`src/rtl/branch_pc_unit.sv`:
```
// PC / redirect stage: computes branch targets, pulses the condition checker enable,
// and redirects or resumes fetch. Optional branch statistics under `BRANCH_STATS_EN`.
module branch_pc_unit #(
  parameter int unsigned         ADDR_W       = 32,
  parameter int unsigned         OFF_W        = 11,
  parameter logic [ADDR_W-1:0]   RESET_PC     = '0,
  parameter int unsigned         FLUSH_CYCLES = 2
) (
  input  logic              clk,
  input  logic              rst,
  input  logic              stall,
  input  logic              br_valid,
  input  logic              br_uncond,
  input  logic [ADDR_W-1:0] br_pc,
  input  logic [OFF_W-1:0]  br_offset,
  input  logic              br_ok,
  output logic              bcc_not_enable,
  output logic [ADDR_W-1:0] pc,
  output logic              fetch_valid,
  output logic              flush,
`ifdef BRANCH_STATS_EN
  output logic              busy,
  output logic [15:0]       taken_cnt,
  output logic [15:0]       not_taken_cnt
`else
  output logic              busy
`endif
);

  typedef enum logic [1:0] {StRun, StEval, StFlush} state_e;

  localparam logic [3:0] FlushLoad = 4'(FLUSH_CYCLES - 1);

  state_e            state_q, state_d;
  logic [ADDR_W-1:0] pc_q, pc_d;
  logic [ADDR_W-1:0] target_q, target_d;
  logic [3:0]        cnt_q, cnt_d;

  logic [ADDR_W-1:0] off_ext;
  logic [ADDR_W-1:0] br_target;
  logic [ADDR_W-1:0] pc_inc;
  logic              enter_flush;
  logic              not_taken;

  // Halfword offset relative to the branch address plus the 4-byte pipeline lead.
  always_comb begin
    off_ext   = {{(ADDR_W - OFF_W){br_offset[OFF_W-1]}}, br_offset};
    br_target = br_pc + ADDR_W'(4) + (off_ext << 1);
    pc_inc    = pc_q + ADDR_W'(2);
  end

  always_comb begin
    state_d     = state_q;
    pc_d        = pc_q;
    target_d    = target_q;
    cnt_d       = cnt_q;
    enter_flush = 1'b0;
    not_taken   = 1'b0;
    unique case (state_q)
      StRun: begin
        if (br_valid) begin
          target_d = br_target;
          if (br_uncond) begin
            pc_d        = br_target;
            cnt_d       = FlushLoad;
            state_d     = StFlush;
            enter_flush = 1'b1;
          end else begin
            state_d = StEval;
          end
        end else if (!stall) begin
          pc_d = pc_inc;
        end
      end
      StEval: begin
        // Ok is only valid this one cycle, so stall cannot delay the decision.
        if (br_ok) begin
          pc_d        = target_q;
          cnt_d       = FlushLoad;
          state_d     = StFlush;
          enter_flush = 1'b1;
        end else begin
          pc_d      = pc_inc;
          state_d   = StRun;
          not_taken = 1'b1;
        end
      end
      StFlush: begin
        if (cnt_q == 4'd0) begin
          state_d = StRun;
        end else begin
          cnt_d = cnt_q - 4'd1;
        end
      end
      default: state_d = StRun;
    endcase
  end

  always_ff @(posedge clk) begin
    if (rst) begin
      state_q  <= StRun;
      pc_q     <= RESET_PC;
      target_q <= RESET_PC;
      cnt_q    <= 4'd0;
    end else begin
      state_q  <= state_d;
      pc_q     <= pc_d;
      target_q <= target_d;
      cnt_q    <= cnt_d;
    end
  end

  always_comb begin
    pc             = pc_q;
    fetch_valid    = (state_q == StRun) && !rst;
    bcc_not_enable = !((state_q == StRun) && br_valid && !br_uncond && !rst);
    flush          = (state_q == StFlush);
    busy           = (state_q != StRun);
  end

`ifdef BRANCH_STATS_EN
  logic [15:0] taken_cnt_q, not_taken_cnt_q;

  always_ff @(posedge clk) begin
    if (rst) begin
      taken_cnt_q     <= 16'd0;
      not_taken_cnt_q <= 16'd0;
    end else begin
      if (enter_flush && (taken_cnt_q != 16'hFFFF)) begin
        taken_cnt_q <= taken_cnt_q + 16'd1;
      end
      if (not_taken && (not_taken_cnt_q != 16'hFFFF)) begin
        not_taken_cnt_q <= not_taken_cnt_q + 16'd1;
      end
    end
  end

  assign taken_cnt     = taken_cnt_q;
  assign not_taken_cnt = not_taken_cnt_q;
`endif

  // Checker enable is a single-cycle pulse; redirect always lands in FLUSH.
  a_enable_pulse: assert property (@(posedge clk) disable iff (rst)
    !bcc_not_enable |=> bcc_not_enable);
  a_flush_entry: assert property (@(posedge clk) disable iff (rst)
    enter_flush |=> flush);
  a_not_taken_resume: assert property (@(posedge clk) disable iff (rst)
    not_taken |=> !busy);

endmodule

```
`config.mk`:
```
export PLATFORM = sky130hd
export DESIGN_NAME = branch_pc_unit
export DESIGN_NICKNAME = d
export VERILOG_FILES = /design/src/rtl/branch_pc_unit.sv
export SDC_FILE = /design/constraint.sdc
export NUM_CORES = 1
export LEC_CHECK = 0
export BUFFER_PORTS_ARGS = -buffer_cell sky130_fd_sc_hd__buf_4
export CELL_PAD_IN_SITES_DETAIL_PLACEMENT = 0
export CELL_PAD_IN_SITES_GLOBAL_PLACEMENT = 1
export CORE_UTILIZATION = 38
export DETAILED_ROUTE_END_ITERATION = 6
export PLACE_DENSITY = 0.88
export RECOVER_POWER = 25
export SYNTH_ARGS = -nofsm -noshare
export SYNTH_HDL_FRONTEND = slang
export SYNTH_SLANG_ARGS = --single-unit
export TNS_END_PERCENT = 100
```
`constraint.sdc`:
```
create_clock -name clk -period 3.55 [get_ports clk]
set_clock_uncertainty 0.15 [all_clocks]
set_input_delay 0.71 -clock clk [delete_from_list [all_inputs] [get_ports clk]]
set_output_delay 0.71 -clock clk [all_outputs]
set_load 0.005 [all_outputs]
```
# Yosys cells after proc, flatten, opt, wreduce, memory -nomap -nowiden
# Cells that the tools add are included.
# W data, S select, Z words.
# op_classes
reduce_logical,16
n_mux,15
add_sub_neg,4
n_eq_ne,9
# op_table
op,n
$mux W32,4
$pmux W32 S2,1
$add A32 B2 Y32 const B,1
$add A32 B3 Y32 const B,1
$add A32 B32 Y32,1
$mux W4,4
$pmux W4 S3,1
$mux W2,4
$ne A2 B2 Y1 const B,4
$ne A3 B3 Y1 const B,2
$pmux W2 S3,1
$reduce_and A5 Y1,1
$logic_and A1 B1 Y1,4
$logic_not A4 Y1,1
$reduce_and A2 Y1,2
$reduce_bool A2 Y1,2
$sub A4 B1 Y4 const B,1
$logic_not A1 Y1,3
$reduce_and A3 Y1,1
$reduce_bool A3 Y1,1
$eq A2 B1 Y1 const B,1
$eq A2 B2 Y1 const B,1
$logic_not A2 Y1,1
$ne A2 B1 Y1 const B,1
# word_totals
word_cells,48
inputBits,49
output_inout_bits,36
regBits,70

# Depth between registers and ports, before layout
# depth
depth_word,5
depth_mapped,15
depth_no_buf,15

# Least setup slack after synthesis
# Ideal clock, no wire load.
# synth_path
path_type,input -> register
start,in br_pc[2]
end,"reg pc_q[30], in the netlist pc[30]"
cell_stages,15
setup_time_ps,101
path_slack_ps,127
arrival_time_ps,3172
required_ps,3299
n_path_buf,0
cell_sequence,inv_1 > ha_1 > inv_1 > ha_1 > inv_1 > fa_1 > nand2b_1 > a21oi_1 > o2111ai_1 > a211oi_1 > o32ai_2 > o21ai_2 > o31ai_2 > xor2_1 > o41ai_1
# synth_between
elab_chain_len,5
# synth_rtl
element,line_no,source
from (decl),14,"input logic [ADDR_W-1:0] br_pc,"
$add A32 B3 Y32,48,br_target = br_pc + ADDR_W'(4) + (off_ext << 1);
$add A32 B32 Y32,48,
$mux W32,63,if (br_uncond) begin
$mux W32,61,if (br_valid) begin
$pmux W32 S2,59,unique case (state_q)
to (signal assigned),107,pc_q <= pc_d;
to (decl),35,"logic [ADDR_W-1:0] pc_q, pc_d;"
# Every way passes these cells. The select of a mux whose other input is x is not followed.
# A chain may end at the register's enable or synchronous reset.

# Worst setup path in the final report
# Same ends and word-level chain as after synthesis.

==> reports/results.tsv <==
stage	metric	value	unit
setup_path	cp.arrival	3.46	ns
synth	synth-compound-area-share	0.2772	
layout	fin_util	0.4928	
clock_network	clk_latency	0.34	ns
clock_network	numClockSinks	70	
sta	finalWorstSetupSlack	0.1687	ns
outcome	status	finished, final reports clean	
clock_network	cts_tree	done	
synth	ys_types	77	
sta	fmax	295.7	MHz
drt	ant_nets	0	
grt	first_global_vias	5201	
floorplan	die-area	14930	um2
drt	vias	5585	
synth	yosysSeqAreaShare	0.2554	
grt	track_usage	0.2189	
setup_path	cpMostUsedCell	inv_1	
drt	wl_met2	7234	um
synth	synthCells	715	
layout	seq_area	1401	um2
layout	layout-drive-gt1-share	0.2062	
synth	synth_xor_area_frac	0.06384	
flow_run	drv_cap	0	
floorplan	start_util	0.3923	
setup_path	end_kind	register	
placement	place_inst	998	
grt	grt_pass1_wl	25910	um
clock_network	numCtsBuffers	9	
synth	ys.flop_type	dfxtp_1	
setup_path	slowest_stage	fa_1	
setup_path	critPathMaxStageDelay	0.40	ns
drt	met3_length	846	um
drt	via_per_inst	5.508	
drt	wl	15840	um
drt	drt-initial-drc-count	447	
drt	top_layer	met4	
sta	fin_crit_sh	0.9525	
hold_path	hold_depth	2	
drt	drt_pass1_iterations	5	
drt	wl_per_cell	15.62	um
power	ir_drop	185.3	uV
setup_path	path_class	input pin to register	
grt	overflow	0	
floorplan	num_io_pins	85	
layout	stdcell_count	1014	
sta	rsz0062_at_grt	no	
floorplan	rows	43	
grt	grt_max_degree	51	
drt	drc	0	
synth	synthArstFlopShare	0	
placement	gp_congestion	0.9106	
layout	final_common_cell	buf_4	
synth	ys_ff_latch	70	
sta	timing.slew.headroom	0.5143	
synth	synth_top_family_by_area	compound AO/OA/AOI/OAI gates	
synth	synth_area	5488	um2
layout	nets	941	
sta	setup_viol	0	
layout	antenna_cells	0	
floorplan	core	13990	um2
setup_path	ff2ff_path_depth	9	
setup_path	path_max_fanout	3	
drt	wl_met1	7553	um
clock_network	htree_levels	3	
setup_path	crit_path_cell_trace	buf_4 > inv_1 > ha_1 > inv_1 > ha_1 > inv_1 > fa_1 > nand2b_4 > a21oi_2 > o2111ai_2 > a211oi_2 > buf_4 > o32ai_2 > o21ai_2 > o31ai_2 > xor2_1 > o41ai_1	
placement	dp_slack	-0.4032	ns
sta	period_minus_slack	3.381	ns
power	p_leak	3.029	nW
synth	synth_edf_count	0	
setup_path	critPathLaunchType	input pin	
floorplan	fp.dieH	122.2	um
synth	syn_avg_cell_area	7.675	um2
synth	synthSimpleGateAreaFrac	0.2111	
placement	dp_hpwl	11280	um
placement	io_buffers	84	
sta	tightest_slew	0.7278	ns
layout	n_fill_cell	1440	
synth	synth_nets	826	
sta	slew_violations	0	
layout	multi_input_area	3872	um2
synth	yosys_warnings	0	
layout	area_growth	25.63	%
sta	finalHoldViolCount	0	
floorplan	die_w	122.2	um
clock_network	path_clk_slew	0.05	ns
synth	synth_fa_ha_area_frac	0.1427	
setup_path	required	3.63	ns
grt	antenna_found_initial	0	
clock_network	clockRootBuffer	clkbuf_16	
layout	mostFrequentLayoutCells	116 x buf_4, 86 x nand2_1, 85 x a21oi_1	
hold_path	hold_class	register to register	
clock_network	cts_buffer_depth	2	
synth	synthMuxAreaShare	0.003648	
power	power_density	415.8	nW/um2
[cell usage after synthesis (6+ instances only)]
cell type,number,area (um2)
a21oi_1,87,435.4
xnor2_1,22,192.7
nand3_1,30,150.1
or3_1,7,43.79
nand2_1,86,322.8
clkbuf_1,23,86.33
inv_1,21,78.83
nor2_1,66,247.7
a31oi_1,10,62.56
a211oi_1,8,60.06
a21o_1,13,97.59
nand4_1,8,50.05
xor2_1,18,157.7
nor2b_1,6,37.54
a221oi_1,16,140.1
nor3_1,15,75.07
o21ai_0,47,235.2
ha_1,61,763.2
dfxtp_1,70,1401
[layer usage]
layer / up-vias / global-route usage
met5: - / 0
met4: 0 / 0.06098
met3: 17 / 0.03277
met2: 168 / 0.3591
met1: 2547 / 0.2961
li1: 2853 / -
[state kept, by name, indices dropped and copies added (netlist names)]
name	count
cnt_q	4
pc	32
state_q	2
target_q	32
[where the power goes]
part / switching (mW) / internal [mW]
combinational: 0.531 / 0.463
sequential: 0.101 / 0.878
clock: 0.334 / 0.561
[final timing paths]
check | slack (ns) | end | startpoint
worst max-delay path | 0.17 | pc[30] | br_pc[2]
worst min-delay path | 0.31 | target_q[11] | target_q[11]
worst min register to register | 0.31 | target_q[11] | target_q[11]
worst max register to register | 0.79 | pc[31] | pc[10]
[through the flow]
step                      TNS, ns  power [mW]  instance area (um2)  hold slack (ns)
after detailed placement   -2.842       1.971                 6580           0.2988
after global placement     -1.693       1.963                 6580           0.2937
after CTS                       0       2.858                 6868           0.3067
final                           0       2.866                 6894           0.3079
after global routing            0       3.042                 6894           0.3221
after floorplan                 0       1.595                 5488           0.2857
[critical path: cells and delay by family]
family                   cells  cell delay (ns)
XOR/XNOR                     1             0.16
AND/OR/NAND/NOR              1             0.17
buffers and inverters        5             0.35
AO/OA/AOI/OAI                7             1.23
adder cells (fa/ha/maj)      3             0.83
[logic make-up (layout without fill, tap and decap cells)]
group           count (synthesis)  count (layout)
compound gates                238             238
buf+inv                        56             175
mux                             2               2
flops                          70              70
fa+ha+maj                      62              62
simple gates                  247             247
xor+xnor                       40              40
[timing repair]
item | in CTS | in global routing
hold buffers | 0 | 0
hold endpoints to repair | 0 | 0
setup buffers | 0 | 1
pin swaps | 0 | 5
resized for setup | 1 | 5
setup endpoints to repair | 1 | 8
[cell type report]
| type | count | share of cell area |
|---|---|---|
| Inverter | 22 | 0.01198 |
| Multi-Input combinational cell | 589 | 0.5617 |
| Timing Repair Buffer | 138 | 0.1492 |
| Clock inverter | 1 | 0.004356 |
| Clock buffer | 14 | 0.03684 |
| Sequential cell | 70 | 0.2033 |
| Tap cell | 180 | 0.03267 |
Note: power is estimated with default switching activity, not from simulation.
